--- src/rtl/imem_port_arbiter_if.sv ---
// Requester-side bundle for the boot ROM port arbiter: one fetch channel and one
// data channel, each with a request/grant handshake and a valid/ready response.
interface imem_port_arbiter_if #(
  parameter int unsigned DATA_WIDTH = 32
);

  // Fetch channel
  logic                  f_req_i;
  logic [DATA_WIDTH-1:0] f_addr_i;
  logic                  f_gnt_o;
  logic                  f_rvalid_o;
  logic [DATA_WIDTH-1:0] f_rdata_o;
  logic                  f_err_o;
  logic                  f_rready_i;

  // Data channel; d_size_i: 00 byte, 01 half, 10 word, 11 illegal
  logic                  d_req_i;
  logic [DATA_WIDTH-1:0] d_addr_i;
  logic [1:0]            d_size_i;
  logic                  d_gnt_o;
  logic                  d_rvalid_o;
  logic [DATA_WIDTH-1:0] d_rdata_o;
  logic                  d_err_o;
  logic                  d_rready_i;

  // Arbiter side
  modport slave (
    input  f_req_i, f_addr_i, f_rready_i,
    input  d_req_i, d_addr_i, d_size_i, d_rready_i,
    output f_gnt_o, f_rvalid_o, f_rdata_o, f_err_o,
    output d_gnt_o, d_rvalid_o, d_rdata_o, d_err_o
  );

  // Requester side
  modport master (
    output f_req_i, f_addr_i, f_rready_i,
    output d_req_i, d_addr_i, d_size_i, d_rready_i,
    input  f_gnt_o, f_rvalid_o, f_rdata_o, f_err_o,
    input  d_gnt_o, d_rvalid_o, d_rdata_o, d_err_o
  );

endinterface

--- src/rtl/imem_port_arbiter.sv ---
// Shares the single combinational read port of the boot ROM between the fetch
// stage and the data-side load path. Round-robin per-cycle grant, range and
// alignment checks at grant, registered responses held until accepted.
module imem_port_arbiter #(
  parameter int unsigned           DATA_WIDTH       = 32,
  parameter logic [DATA_WIDTH-1:0] FIRST_INSTR_ADDR = 32'hBFC00000,
  parameter logic [DATA_WIDTH-1:0] LAST_INSTR_ADDR  = 32'hBFC00FFF
) (
  input  logic                  clk_i,
  input  logic                  rst_i,
  imem_port_arbiter_if.slave    bus,
  output logic [DATA_WIDTH-1:0] rom_addr_o,
  input  logic [DATA_WIDTH-1:0] rom_instr_i
);

  typedef enum logic {PortFetch, PortData} port_e;

  // One extra bit so that addr + span cannot wrap past the top of the space
  localparam logic [DATA_WIDTH:0] FirstExt = {1'b0, FIRST_INSTR_ADDR};
  localparam logic [DATA_WIDTH:0] LastExt  = {1'b0, LAST_INSTR_ADDR};

  port_e last_q, last_d;

  logic                  f_rvalid_q, f_err_q;
  logic [DATA_WIDTH-1:0] f_rdata_q;
  logic                  d_rvalid_q, d_err_q;
  logic [DATA_WIDTH-1:0] d_rdata_q;

  logic f_elig, d_elig;
  logic f_gnt, d_gnt;

  logic                  f_bad;
  logic [DATA_WIDTH:0]   f_end;
  logic                  d_bad;
  logic                  d_misalign;
  logic [1:0]            d_span;
  logic [DATA_WIDTH:0]   d_end;
  logic [DATA_WIDTH-1:0] d_data;

  // Eligibility, round-robin grant and ROM address steering
  always_comb begin
    f_elig     = bus.f_req_i & (~f_rvalid_q | bus.f_rready_i);
    d_elig     = bus.d_req_i & (~d_rvalid_q | bus.d_rready_i);
    f_gnt      = ~rst_i & f_elig & (~d_elig | (last_q == PortData));
    d_gnt      = ~rst_i & d_elig & (~f_elig | (last_q == PortFetch));
    last_d     = last_q;
    rom_addr_o = FIRST_INSTR_ADDR;
    if (f_gnt) begin
      last_d     = PortFetch;
      rom_addr_o = {bus.f_addr_i[DATA_WIDTH-1:2], 2'b00};
    end else if (d_gnt) begin
      last_d     = PortData;
      rom_addr_o = {bus.d_addr_i[DATA_WIDTH-1:2], 2'b00};
    end
  end

  // Fetch legality: word aligned and all four bytes inside the ROM window
  always_comb begin
    f_end = {1'b0, bus.f_addr_i} + {{(DATA_WIDTH - 1){1'b0}}, 2'd3};
    f_bad = (bus.f_addr_i[1:0] != 2'b00) ||
            ({1'b0, bus.f_addr_i} < FirstExt) ||
            (f_end > LastExt);
  end

  // Data legality: legal size, natural alignment, every byte inside the window
  always_comb begin
    d_span     = 2'd0;
    d_misalign = 1'b0;
    unique case (bus.d_size_i)
      2'b00: d_span = 2'd0;
      2'b01: begin
        d_span     = 2'd1;
        d_misalign = bus.d_addr_i[0];
      end
      2'b10: begin
        d_span     = 2'd3;
        d_misalign = |bus.d_addr_i[1:0];
      end
      default: d_span = 2'd0;
    endcase
    d_end = {1'b0, bus.d_addr_i} + {{(DATA_WIDTH - 1){1'b0}}, d_span};
    d_bad = (bus.d_size_i == 2'b11) || d_misalign ||
            ({1'b0, bus.d_addr_i} < FirstExt) ||
            (d_end > LastExt);
  end

  // Lane extraction; big-endian word, lowest byte address in the top lane.
  // Lane decoding assumes a 32-bit ROM word.
  always_comb begin
    d_data = '0;
    unique case (bus.d_size_i)
      2'b00: begin
        unique case (bus.d_addr_i[1:0])
          2'd0: d_data[7:0] = rom_instr_i[31:24];
          2'd1: d_data[7:0] = rom_instr_i[23:16];
          2'd2: d_data[7:0] = rom_instr_i[15:8];
          default: d_data[7:0] = rom_instr_i[7:0];
        endcase
      end
      2'b01: begin
        if (bus.d_addr_i[1]) d_data[15:0] = rom_instr_i[15:0];
        else                 d_data[15:0] = rom_instr_i[31:16];
      end
      2'b10: d_data = rom_instr_i;
      default: d_data = '0;
    endcase
  end

  // Last-grant pointer; reset favours fetch on the first tie
  always_ff @(posedge clk_i or posedge rst_i) begin
    if (rst_i) last_q <= PortData;
    else       last_q <= last_d;
  end

  // Fetch response slot: load on grant, clear on acceptance
  always_ff @(posedge clk_i or posedge rst_i) begin
    if (rst_i) begin
      f_rvalid_q <= 1'b0;
      f_err_q    <= 1'b0;
      f_rdata_q  <= '0;
    end else if (f_gnt) begin
      f_rvalid_q <= 1'b1;
      f_err_q    <= f_bad;
      f_rdata_q  <= f_bad ? '0 : rom_instr_i;
    end else if (f_rvalid_q && bus.f_rready_i) begin
      f_rvalid_q <= 1'b0;
    end
  end

  // Data response slot: load on grant, clear on acceptance
  always_ff @(posedge clk_i or posedge rst_i) begin
    if (rst_i) begin
      d_rvalid_q <= 1'b0;
      d_err_q    <= 1'b0;
      d_rdata_q  <= '0;
    end else if (d_gnt) begin
      d_rvalid_q <= 1'b1;
      d_err_q    <= d_bad;
      d_rdata_q  <= d_bad ? '0 : d_data;
    end else if (d_rvalid_q && bus.d_rready_i) begin
      d_rvalid_q <= 1'b0;
    end
  end

  assign bus.f_gnt_o    = f_gnt;
  assign bus.f_rvalid_o = f_rvalid_q;
  assign bus.f_rdata_o  = f_rdata_q;
  assign bus.f_err_o    = f_err_q;
  assign bus.d_gnt_o    = d_gnt;
  assign bus.d_rvalid_o = d_rvalid_q;
  assign bus.d_rdata_o  = d_rdata_q;
  assign bus.d_err_o    = d_err_q;

endmodule

--- src/flat_wrapper.sv ---
// flat-port wrapper written by rule: the top's interface ports become plain ports
module imem_port_arbiter_flat 
#(
  parameter int unsigned           DATA_WIDTH       = 32,
  parameter logic [DATA_WIDTH-1:0] FIRST_INSTR_ADDR = 32'hBFC00000,
  parameter logic [DATA_WIDTH-1:0] LAST_INSTR_ADDR  = 32'hBFC00FFF
)
  (clk_i, rst_i, rom_addr_o, rom_instr_i, bus_f_req_i, bus_f_addr_i, bus_f_rready_i, bus_d_req_i, bus_d_addr_i, bus_d_size_i, bus_d_rready_i, bus_f_gnt_o, bus_f_rvalid_o, bus_f_rdata_o, bus_f_err_o, bus_d_gnt_o, bus_d_rvalid_o, bus_d_rdata_o, bus_d_err_o);
  imem_port_arbiter_if #(.DATA_WIDTH(DATA_WIDTH)) bus_i ();
  input  logic clk_i;
  input  logic rst_i;
  output logic [DATA_WIDTH-1:0] rom_addr_o;
  input  logic [DATA_WIDTH-1:0] rom_instr_i;
  input wire logic [$bits(bus_i.f_req_i)-1:0] bus_f_req_i;
  input wire logic [$bits(bus_i.f_addr_i)-1:0] bus_f_addr_i;
  input wire logic [$bits(bus_i.f_rready_i)-1:0] bus_f_rready_i;
  input wire logic [$bits(bus_i.d_req_i)-1:0] bus_d_req_i;
  input wire logic [$bits(bus_i.d_addr_i)-1:0] bus_d_addr_i;
  input wire logic [$bits(bus_i.d_size_i)-1:0] bus_d_size_i;
  input wire logic [$bits(bus_i.d_rready_i)-1:0] bus_d_rready_i;
  output wire logic [$bits(bus_i.f_gnt_o)-1:0] bus_f_gnt_o;
  output wire logic [$bits(bus_i.f_rvalid_o)-1:0] bus_f_rvalid_o;
  output wire logic [$bits(bus_i.f_rdata_o)-1:0] bus_f_rdata_o;
  output wire logic [$bits(bus_i.f_err_o)-1:0] bus_f_err_o;
  output wire logic [$bits(bus_i.d_gnt_o)-1:0] bus_d_gnt_o;
  output wire logic [$bits(bus_i.d_rvalid_o)-1:0] bus_d_rvalid_o;
  output wire logic [$bits(bus_i.d_rdata_o)-1:0] bus_d_rdata_o;
  output wire logic [$bits(bus_i.d_err_o)-1:0] bus_d_err_o;
  assign bus_i.f_req_i = bus_f_req_i;
  assign bus_i.f_addr_i = bus_f_addr_i;
  assign bus_i.f_rready_i = bus_f_rready_i;
  assign bus_i.d_req_i = bus_d_req_i;
  assign bus_i.d_addr_i = bus_d_addr_i;
  assign bus_i.d_size_i = bus_d_size_i;
  assign bus_i.d_rready_i = bus_d_rready_i;
  assign bus_f_gnt_o = bus_i.f_gnt_o;
  assign bus_f_rvalid_o = bus_i.f_rvalid_o;
  assign bus_f_rdata_o = bus_i.f_rdata_o;
  assign bus_f_err_o = bus_i.f_err_o;
  assign bus_d_gnt_o = bus_i.d_gnt_o;
  assign bus_d_rvalid_o = bus_i.d_rvalid_o;
  assign bus_d_rdata_o = bus_i.d_rdata_o;
  assign bus_d_err_o = bus_i.d_err_o;
  imem_port_arbiter #(.DATA_WIDTH(DATA_WIDTH), .FIRST_INSTR_ADDR(FIRST_INSTR_ADDR), .LAST_INSTR_ADDR(LAST_INSTR_ADDR)) u_core (.clk_i(clk_i), .rst_i(rst_i), .bus(bus_i), .rom_addr_o(rom_addr_o), .rom_instr_i(rom_instr_i));
endmodule
--- config.mk ---
export PLATFORM = sky130hd
export DESIGN_NAME = imem_port_arbiter_flat
export DESIGN_NICKNAME = d
export VERILOG_FILES = /design/src/rtl/imem_port_arbiter_if.sv /design/src/rtl/imem_port_arbiter.sv /design/src/flat_wrapper.sv
export SDC_FILE = /design/constraint.sdc
export NUM_CORES = 1
export LEC_CHECK = 0
export BUFFER_PORTS_ARGS = -buffer_cell sky130_fd_sc_hd__clkbuf_2
export CORE_MARGIN = 5
export CORE_UTILIZATION = 35
export CTS_BUF_LIST = sky130_fd_sc_hd__clkbuf_4
export CTS_CLUSTER_DIAMETER = 50
export DETAILED_ROUTE_END_ITERATION = 7
export GPL_ROUTABILITY_DRIVEN = 0
export PLACE_DENSITY = 0.69
export SYNTH_ARGS = -nofsm -noshare
export SYNTH_HDL_FRONTEND = slang
export SYNTH_SLANG_ARGS = --single-unit
--- constraint.sdc ---
create_clock -name clk_i -period 5.1 [get_ports clk_i]
set_clock_uncertainty 0.2 [all_clocks]
set_input_delay 0.255 -clock clk_i [delete_from_list [all_inputs] [get_ports clk_i]]
set_output_delay 0.255 -clock clk_i [all_outputs]
set_load 0.1 [all_outputs]
==> impl_metrics.csv <==
group,metric,value,unit
critical_path,cp-end-kind,"output port",
timing,max_freq,269,MHz
critical_path,cp_max_fo,43,
floorplan,rows,45,
logic_synthesis,ys_types,70,
floorplan,die_area,18200,µm²
timing,finalHoldViolations,0,
layout,syn2layout_area_growth,26.4,%
critical_path,criticalPathCategory,"in2out",
critical_path,crit-reg2reg-launch,"u_core.bus.d_rvalid_o$_DFFE_PP0P_",
power,power_frac_clock,15.2,%
place,port_buffers,203,
timing,setup_ws,1380,ps
critical_path,reg2reg_to,"u_core.bus.d_rdata_o[13]$_DFFE_PP0P_",
critical_path,start_kind,"input port",
place,dpl-instance-area,6590,µm²
cts,root_buffer,"clkbuf_4",
detailed_routing,remaining_drc_errors,0,
timing,relSlewSlack,25.7,%
logic_synthesis,synth_area_leader_cell,"dfrtp_1",
cts,htreeDepth,3,
critical_path,reg2reg_slack,2180,ps
layout,nets,967,
place,dp.cells,1032,
detailed_routing,drtPass1Iterations,5,
logic_synthesis,netlist.area_leader.share,31.1,%
logic_synthesis,syn_inst,661,
timing,maxSlewViolCount,0,
detailed_routing,post_drt_wl_per_cell,19.8,µm
floorplan,coreArea,15300,µm²
timing,tightest_slew,1110,ps
critical_path,arrival,3270,ps
worst_hold_path,min_path_cells,3,
layout,final_common_cell,"clkbuf_2",
detailed_routing,via_count,6179,
global_routing,grt_pass1_wl,32800,µm
logic_synthesis,ys_seq_area_share,31.6,%
power,pwr-share-seq,31.9,%
timing,rsz0062_at_grt,"false",
layout,fin_cells,1071,
logic_synthesis,async_flop_share,100,%
power,internal_power,920,µW
cts,clk_latency,410,ps
power,pwr-share-comb,52.9,%
power,ir_drop,0.141,mV
worst_hold_path,hold_path_class,"in2reg",
logic_synthesis,ys_warn_count,0,
worst_hold_path,hold_end,"u_core.bus.f_rdata_o[3]$_DFFE_PP0P_",
place,post-place-ws,1380,ps
layout,fin_area,6920,µm²
worst_hold_path,worstHoldStart,"rom_instr_i[3]",
logic_synthesis,synth_flop_cell,"dfrtp_1",
detailed_routing,routed_via_density,5.77,
power,power.leakage,3.10,nW
critical_path,ff2ff_path_depth,7,
cts,clkTransAtPathRegs,120,ps
detailed_routing,ant_nets,0,
global_routing,track_usage,22.4,%
run,cap_violations,0,
global_routing,grt.overflow.total,0,
timing,period_share,73.0,%
floorplan,initial_utilization,35.9,%
global_routing,antenna_found_initial,0,
global_routing,grt_max_degree,71,
detailed_routing,drt_iter0_drc,606,
outcome,status,"completed",
timing,period_minus_slack,3720,ps
detailed_routing,drt_wl_total,21200,µm
layout,drive_gt1_share,29.9,%
timing,setup_viol_count_final,0,
cts,cts_made_buffers,9,
logic_synthesis,syn_area_per_cell,8.28,µm²
layout,final_cell_mix,"clkbuf_2, nand2_1, dfrtp_1",
cts,cts_tree,"built",
power,finalPower,2.03,mW
timing,tns,0,ps
layout,ff_latch_area,1730,µm²
logic_synthesis,synth_edf_count,0,
cts,ctsResizeCount,0,
floorplan,ios,206,
critical_path,crit_required,4640,ps
logic_synthesis,synth_area,5480,µm²
logic_synthesis,synth_seq_cells,69,
layout,nFillCells,1517,
floorplan,die_h,135,µm
global_routing,grt_pass1_vias,5987,
power,p_sw_share,54.7,%
layout,multi_input_area,3450,µm²
power,power_density,293,nW/µm²
place,dpl.hpwl,15800,µm
cts,numClockSinks,69,
logic_synthesis,yosys-top-cells-area,"dfrtp_1, mux2i_1, nand2_1",
power,p_sw,1.11,mW
floorplan,die_w,135,µm
cts,clock_path_buffers,2,
[power by group through the flow]
stage / logic (mW) / registers (mW) / clock network (mW)
5_1_grt: 1.12 / 0.655 / 0.332
2_1_floorplan: 0.403 / 1.08 / 0
4_1_cts: 1.07 / 0.647 / 0.315
3_5_place_dp: 1.06 / 0.658 / 0
3_3_place_gp: 1.05 / 0.656 / 0
6_report: 1.07 / 0.647 / 0.309
[critical path: stages]
cell and delay (ps):
dlygate4sd3_1 530, clkbuf_2 100, nand2b_1 160, nand2_1 110, a311o_2 680, inv_1 580, a22oi_1 310, clkbuf_2 510
[cell type report]
type                    count  area share [%]
multi-input cells         522            49.8
flip-flops and latches     69            25.0
repair buffers            233            18.7
well taps                 211            3.81
clock buffers              12            1.30
inverters                  19            1.08
clock inverters             4           0.253
diodes                      1          0.0361
[kinds of logic after synthesis]
group,Yosys count,synth area share [%]
AND/OR/NAND/NOR,255,23.5
AO/OA/AOI/OAI,209,28.2
buffers and inverters,71,5.87
flip-flops,69,31.6
multiplexers,44,8.23
adder cells (fa/ha/maj),9,2.06
XOR/XNOR,3,0.480
other,1,0.0685
[through the flow]
stage / utilization [%] / hold WS (ps)
after floorplan: - / 189
after global placement: 43.2 / 261
after detailed placement: 43.2 / 272
after CTS: 45.4 / 3.40
after global routing: 45.4 / 29.7
final: 45.4 / 36.1
[how the worst max path moves through the flow]
stage               cells past startpoint  slack, ps            start                                   end
global placement                       13       1480  bus_d_size_i[0]   u_core.bus.d_rdata_o[1]$_DFFE_PP0P_
global route                            8       1200   bus_d_rready_i                        rom_addr_o[24]
floorplan                               6         50            rst_i                        rom_addr_o[24]
finish                                  8       1380   bus_d_rready_i                        rom_addr_o[24]
CTS                                     8       1360   bus_d_rready_i                        rom_addr_o[24]
detailed placement                     13       1380  bus_d_size_i[0]  u_core.bus.d_rdata_o[15]$_DFFE_PP0P_
[sequential cells by signal, summed over array words and instances, names as in the netlist]
| register | cells |
|---|---|
| u_core.bus.d_err_o | 1 |
| u_core.bus.f_err_o | 1 |
| u_core.bus.f_rvalid_o | 1 |
| u_core.bus.d_rdata_o | 32 |
| u_core.last_q | 1 |
| u_core.bus.f_rdata_o | 32 |
| u_core.bus.d_rvalid_o | 1 |
[Yosys cell counts, drive strengths merged, types with 13 or more instances]
library cell,count
o31ai,33
o211ai,33
nor2,56
clkbuf,36
mux2i,36
nand4,15
nand2,79
a22o,26
nand3,46
o21ai,43
inv,19
dfrtp,68
buf,16
nor4,13
[what timing repair did]
action,CTS,global route
hold endpoints to repair,89,0
setup buffers,0,0
hold buffers,22,0
[per-layer routing]
metal | track usage [%] | wire [µm]
met5 | 0 | 0
met4 | 8.06 | 686
met3 | 6.15 | 1760
met2 | 35.0 | 9720
met1 | 29.8 | 8990
Note: power is estimated with default switching activity, not from simulation.
